## config.mk

```make
export PLATFORM = sky130hd
export DESIGN_NAME = apb_controller
export DESIGN_NICKNAME = d
export VERILOG_FILES = /design/src/rtl/apb_controller.sv
export SDC_FILE = /design/constraint.sdc
export NUM_CORES = 1
export LEC_CHECK = 0
export ABC_AREA = 1
export CORE_MARGIN = 2
export CORE_UTILIZATION = 40
export CTS_CLUSTER_DIAMETER = 150
export DETAILED_ROUTE_END_ITERATION = 16
export PLACE_DENSITY = 0.93
export SLEW_MARGIN = 20
export SYNTH_ARGS = -nofsm -noshare
export SYNTH_HDL_FRONTEND = slang
export SYNTH_SLANG_ARGS = --single-unit
```

## constraint.sdc

```tcl
create_clock -name hclk -period 4.7 [get_ports hclk]
set_input_delay 0.94 -clock hclk [delete_from_list [all_inputs] [get_ports hclk]]
set_output_delay 0.94 -clock hclk [all_outputs]
set_load 0.1 [all_outputs]
```

## src/rtl/apb_controller.sv

```systemverilog
// AHB-to-APB bridge controller: sequences AHB single and pipelined transfers into
// APB SETUP/ENABLE cycles and drives the APB request signals plus hready_out.
module apb_controller #(
  parameter int unsigned AW   = 32,
  parameter int unsigned DW   = 32,
  parameter int unsigned NSEL = 3
) (
  input  logic            hclk,
  input  logic            hreset,
  input  logic            valid,
  input  logic            hwrite,
  input  logic            hwrite_reg,
  input  logic [AW-1:0]   haddr,
  input  logic [AW-1:0]   haddr1,
  input  logic [AW-1:0]   haddr2,
  input  logic [DW-1:0]   hwdata,
  input  logic [DW-1:0]   hwdata1,
  input  logic            pready,
  output logic [NSEL-1:0] psel,
  output logic            penable,
  output logic            pwrite,
  output logic [AW-1:0]   paddr,
  output logic [DW-1:0]   pwdata,
  output logic            hready_out
);

  typedef enum logic [2:0] {
    StIdle,
    StWwait,
    StRead,
    StWrite,
    StWriteP,
    StRenable,
    StWenable,
    StWenableP
  } state_e;

  state_e state_q, state_d, idle_next;

  logic [NSEL-1:0] psel_q, psel_d;
  logic            penable_q, penable_d;
  logic            pwrite_q, pwrite_d;
  logic [AW-1:0]   paddr_q, paddr_d;
  logic [DW-1:0]   pwdata_q, pwdata_d;

  // Peripheral map: 0x80.. -> slot 0, 0x84..0x8B -> slot 1, anything else unselected.
  function automatic logic [NSEL-1:0] decode(input logic [AW-1:0] addr);
    logic [5:0] top;
    top    = addr[AW-1 -: 6];
    decode = '0;
    if (top == 6'b100000) begin
      decode = NSEL'(1);
    end else if (top == 6'b100001 || top == 6'b100010) begin
      decode = NSEL'(2);
    end
  endfunction

  always_ff @(posedge hclk) begin
    if (hreset) begin
      state_q   <= StIdle;
      psel_q    <= '0;
      penable_q <= 1'b0;
      pwrite_q  <= 1'b0;
      paddr_q   <= '0;
      pwdata_q  <= '0;
    end else begin
      state_q   <= state_d;
      psel_q    <= psel_d;
      penable_q <= penable_d;
      pwrite_q  <= pwrite_d;
      paddr_q   <= paddr_d;
      pwdata_q  <= pwdata_d;
    end
  end

  always_comb begin
    idle_next = StIdle;
    if (valid) begin
      idle_next = hwrite ? StWwait : StRead;
    end

    state_d = StIdle;
    case (state_q)
      StIdle:     state_d = idle_next;
      StWwait:    state_d = valid ? StWriteP : StWrite;
      StRead:     state_d = StRenable;
      StWrite:    state_d = valid ? StWenableP : StWenable;
      StWriteP:   state_d = StWenableP;
      StRenable,
      StWenable:  state_d = pready ? idle_next : state_q;
      StWenableP: begin
        if (!pready) begin
          state_d = StWenableP;
        end else if (!hwrite_reg) begin
          state_d = StRead;
        end else begin
          state_d = valid ? StWriteP : StWrite;
        end
      end
      default:    state_d = StIdle;
    endcase
  end

  // Registered outputs take the values belonging to the state being entered.
  always_comb begin
    psel_d    = psel_q;
    penable_d = penable_q;
    pwrite_d  = pwrite_q;
    paddr_d   = paddr_q;
    pwdata_d  = pwdata_q;

    unique case (state_d)
      StIdle, StWwait: begin
        psel_d    = '0;
        penable_d = 1'b0;
      end
      StRead: begin
        paddr_d   = haddr;
        pwrite_d  = 1'b0;
        psel_d    = decode(haddr);
        penable_d = 1'b0;
      end
      StWrite, StWriteP: begin
        // First write of a burst still has its address one stage back; later ones two.
        if (state_q == StWwait) begin
          paddr_d  = haddr1;
          pwdata_d = hwdata;
          psel_d   = decode(haddr1);
        end else begin
          paddr_d  = haddr2;
          pwdata_d = hwdata1;
          psel_d   = decode(haddr2);
        end
        pwrite_d  = 1'b1;
        penable_d = 1'b0;
      end
      StRenable, StWenable, StWenableP: begin
        penable_d = 1'b1;
      end
      default: begin
        psel_d    = '0;
        penable_d = 1'b0;
      end
    endcase

    unique case (state_q)
      StIdle, StWwait:                  hready_out = 1'b1;
      StRead, StWrite, StWriteP:        hready_out = 1'b0;
      StRenable, StWenable, StWenableP: hready_out = pready;
      default:                          hready_out = 1'b1;
    endcase
  end

  assign psel    = psel_q;
  assign penable = penable_q;
  assign pwrite  = pwrite_q;
  assign paddr   = paddr_q;
  assign pwdata  = pwdata_q;

endmodule
```

# == Yosys cells after proc, flatten, opt, wreduce, memory -nomap -nowiden ==
# Index checks and enable logic that the tools add are counted.
# classes
eq_ne,23
n_mux,22
n_reduce_logical,15
# op_table
cell,n
$mux W32,2
$pmux W32 S2,1
$eq A6 B6 Y1 const B,9
$eq A3 B3 Y1 const B,8
$pmux W3 S7,1
$mux W2,8
$mux W3,5
$eq A3 B2 Y1 const B,4
$pmux W3 S3,1
$reduce_or A3 Y1,3
$reduce_or A2 Y1,4
$eq A3 B1 Y1 const B,2
$logic_not A3 Y1,2
$reduce_or A5 Y1,1
$pmux W1 S2,2
$logic_or A1 B1 Y1,3
$pmux W1 S3,1
$reduce_bool A3 Y1,1
$reduce_bool A2 Y1,1
$mux W1,1
# totals
reg_bits,72
inputBits,166
output_inout_bits,70
elab_cells,66

# == Logic depth before layout (Yosys ltp) ==
# logic_depth
word_depth,7
mapped_depth,16

# == Least setup slack after synthesis ==
# Ideal clock, no wire load.
# synth_timing
kind,input -> output
from,in pready
to,out hready_out
arrival_time_ps,1764
required_ps,3760
path_slack_ps,1996
cell_stages,2
n_path_buf,0
path_cell_list,nand3_2 nand2_1
# synth_between
elab_chain_len,1
# synth_lines
element,line_no,source
from (decl),18,"input logic pready,"
$pmux W1 S3,146,unique case (state_q)
to (decl),24,output logic hready_out
# Every way passes these cells.

# == Final worst setup path ==
# layout_timing
from,in valid
to,"reg psel_q[0], in the netlist psel[0]"
# layout_between
elab_chain_len,7
word_cells_on_any_way,16
cone_classes,eq/ne (4); mux (8); reduce/logical (4)
# layout_lines
element,line_no,source
from (decl),10,"input logic valid,"
$mux W3,"85, 97",
$mux W3,94,end else if (!hwrite_reg) begin
$mux W3,92,if (!pready) begin
$pmux W3 S7 (*),83,case (state_q)
"$eq A3 B2 Y1, or another cell as far along",112,unique case (state_d)
"$reduce_or A2 Y1, on equally long branches",-,
$pmux W3 S3 or $reduce_bool A3 Y1 (tied branches),-,
to (signal assigned),68,psel_q <= psel_d;
to (decl),40,"logic [NSEL-1:0] psel_q, psel_d;"
# Mark *: on every way between the ends. The rest lies on a longest branch, timed or not.
# A chain may end at the register's enable or synchronous reset.

==> metrics <==
Post-Place Setup Slack 1.17 ns; number of global-route vias before repair 4774; Tcrit/Tclk final 68.0%; I/O Buffers 234; Core Area 0.0103 mm^2; drt initial violations 224; outcome finished, final reports clean; hold slack 0.479 ns; WHS Endpoint pwrite$_SDFFE_PP0P_; clock skew 0.0144 ns; Total Power 0.00578 W; Netlist cell types 26; row count 37; Clock transition at path regs 0.08 ns; Syn. warnings 0; boundary pin count 236; Hold Path Origin pwrite$_SDFFE_PP0P_; hold_buf cts 0; CTS tree yes; Final ANT Viol Nets 0; Yosys top cell area share 33.4%; sequential power share 16.5%; power share of the clock group 9.2%; top-count cell post-synth nand2_1; most frequent cells after synthesis nand2_1 (282), nor2_1 (100), dfxtp_1 (71), nand3_1 (71), o21ai_0 (40); maximum fanout along the worst path 57; Fin. Hold Viols 0; worst-margin pin slew 1.08 ns; via count 5208; die width 107 um; CP startpoint kind primary input; fin. max-slew vios 0; RSZ-0062 raised after global routing false; Worst VDD drop 0.000531 V; final setup margin 1.51 ns; Setup TNS 0 ns; CTS root buffer clkbuf_8; Routed WL per cell 13.3 um; combinational share of power 74.3%; first-pass GRT wire length 22.0 mm; CP arrival 3.47 ns; Sw Ratio 60.9%; leading area contributor after synthesis dfxtp_1; Mean Syn Cell Area 5.95 um^2; Setup crit end kind flip-flop; EDFF count, synth 0; Max Clk Rate 313 MHz; Tightest Hold Check Type flip-flop to flip-flop; setup bufs post-CTS 0; Rel. slew slack 28.2%; reg2reg path depth 13; Clk Latency, worst-skew pair 0.34 ns; final setup fails 0; register bit total from synthesis 71; sequential fraction of the synthesis area 33.4%; Clock Sinks 71; maximum clock path buffer count 2; placer congestion estimate 0.897; R2R setup slack 2.22 ns; DRC viols 0; share of cells above drive strength 1 4.98%; maximum number of pins on one net before global-route repair 67; Max Cap Viol 0; Critical Path RT 4.98 ns; Pre-Repair DR Iteration Count 5; Post-Synthesis Cells 715; Post-CTS Resized 0; synth top area cells dfxtp_1 (33%), nand2_1 (25%), nor2_1 (8.8%); Pint 0.00226 W; Synth Net Count 881; ys async rst share 0%; Crit Path Category primary input to flip-flop; n_diodes 0; pwr dens 849 mW/mm^2; hpwl dp 10.4 mm; Psw 0.00352 W; post-DR vias/cell 4.91; clock period minus worst slack 3.19 ns; antenna violations before repair 0; Most used DFF post-synth dfxtp_1; total global routing overflow 0; Routed WL 14.1 mm; WHS Path Cells 2; Layout Nets 1085; leakage 3.04 nW; r2r startpoint state_q[0]$_SDFF_PP0_; RR Endpoint paddr[27]$_SDFFE_PP0P_; Inserted Clock Buffers 9; gr usage total 23.6%; H-tree depth 3; Cell Area, Synth 0.00425 mm^2; Die ar. 0.0115 mm^2; die height 107 um; P&R area growth vs syn 59.9%; Initial Utilization 41.2%
## worst max-delay path by stage
stage / end / startpoint
after global routing: pwdata[29]$_SDFFE_PP0P_ / valid
after CTS: hready_out / pready
after floorplan: hready_out / pready
after global placement: psel[1]$_SDFFE_PP0P_ / valid
after detailed placement: psel[0]$_SDFFE_PP0P_ / valid
final: psel[0]$_SDFFE_PP0P_ / valid
## registers in the layout (all words and copies together), names as in the netlist
name,flops
paddr,32
pwdata,32
state_q,3
psel,2
penable,1
pwrite,1
## power by group through the flow
stage               Sequential [W]  Combinational [W]  Clock [W]
floorplan                  0.00233            0.00204          0
global placement          0.000957            0.00422          0
detailed placement        0.000967            0.00428          0
finish                    0.000953            0.00429   0.000534
CTS                       0.000953            0.00429   0.000546
global route              0.000979            0.00465   0.000574
## critical path: stages
cell,delay (ns)
clkdlybuf4s50_1,0.63
inv_1,0.12
o21ai_2,0.22
nand4_1,0.14
nand2_2,0.13
nand2_1,0.08
nand2_2,0.09
nand2_4,0.29
inv_2,0.56
a21oi_1,0.15
nor2_1,0.10
## layout by cell type, fill, tap and decap left out, drive strengths merged, types with 3 or more instances in the layout
cell type      instances
nand2                289
nand3b                27
nor2                 101
a21oi                 29
dfxtp                 71
inv                   27
clkbuf                 9
clkdlybuf4s50        233
o21ai                 44
buf                    9
nand3                 72
clkinv                 3
## routing by layer
layer | GRT usage, % | vias to the layer above | routed length, um
met1 | 25.9 | 2312 | 5360
met5 | 0 | - | 0
met3 | 5.41 | 28 | 1130
met4 | 8.16 | 0 | 329
met2 | 44.1 | 201 | 7240
li1 | - | 2667 | -
## logic make-up (layout without fill, tap and decap cells)
family                 count (synthesis)  count (layout)  synth area share [%]
AO/OA/AOI/OAI                         73              73                  8.94
other                                  1               1                0.0882
flip-flops                            71              71                  33.4
AND/OR/NAND/NOR                      495             495                  49.5
buffers and inverters                 75             284                  8.03
## cell type report
cell class	count	area, um^2
clock buffers	9	124
inverters	26	97.6
clock inverters	7	95.1
repair buffers	242	2400
fillers	938	3520
multi-input cells	569	2490
flip-flops and latches	71	1420
well taps	136	170
## per-stage QoR
step / std cells / area (um^2) / utilization [%]
final: 1060 / 6800 / 65.9
after global placement: 1044 / 6580 / 63.7
after global routing: 1060 / 6800 / 65.9
after detailed placement: 1044 / 6580 / 63.7
after CTS: 1060 / 6800 / 65.9
after floorplan: 715 / 4250 / -
Power figures use the tool's default switching activity.
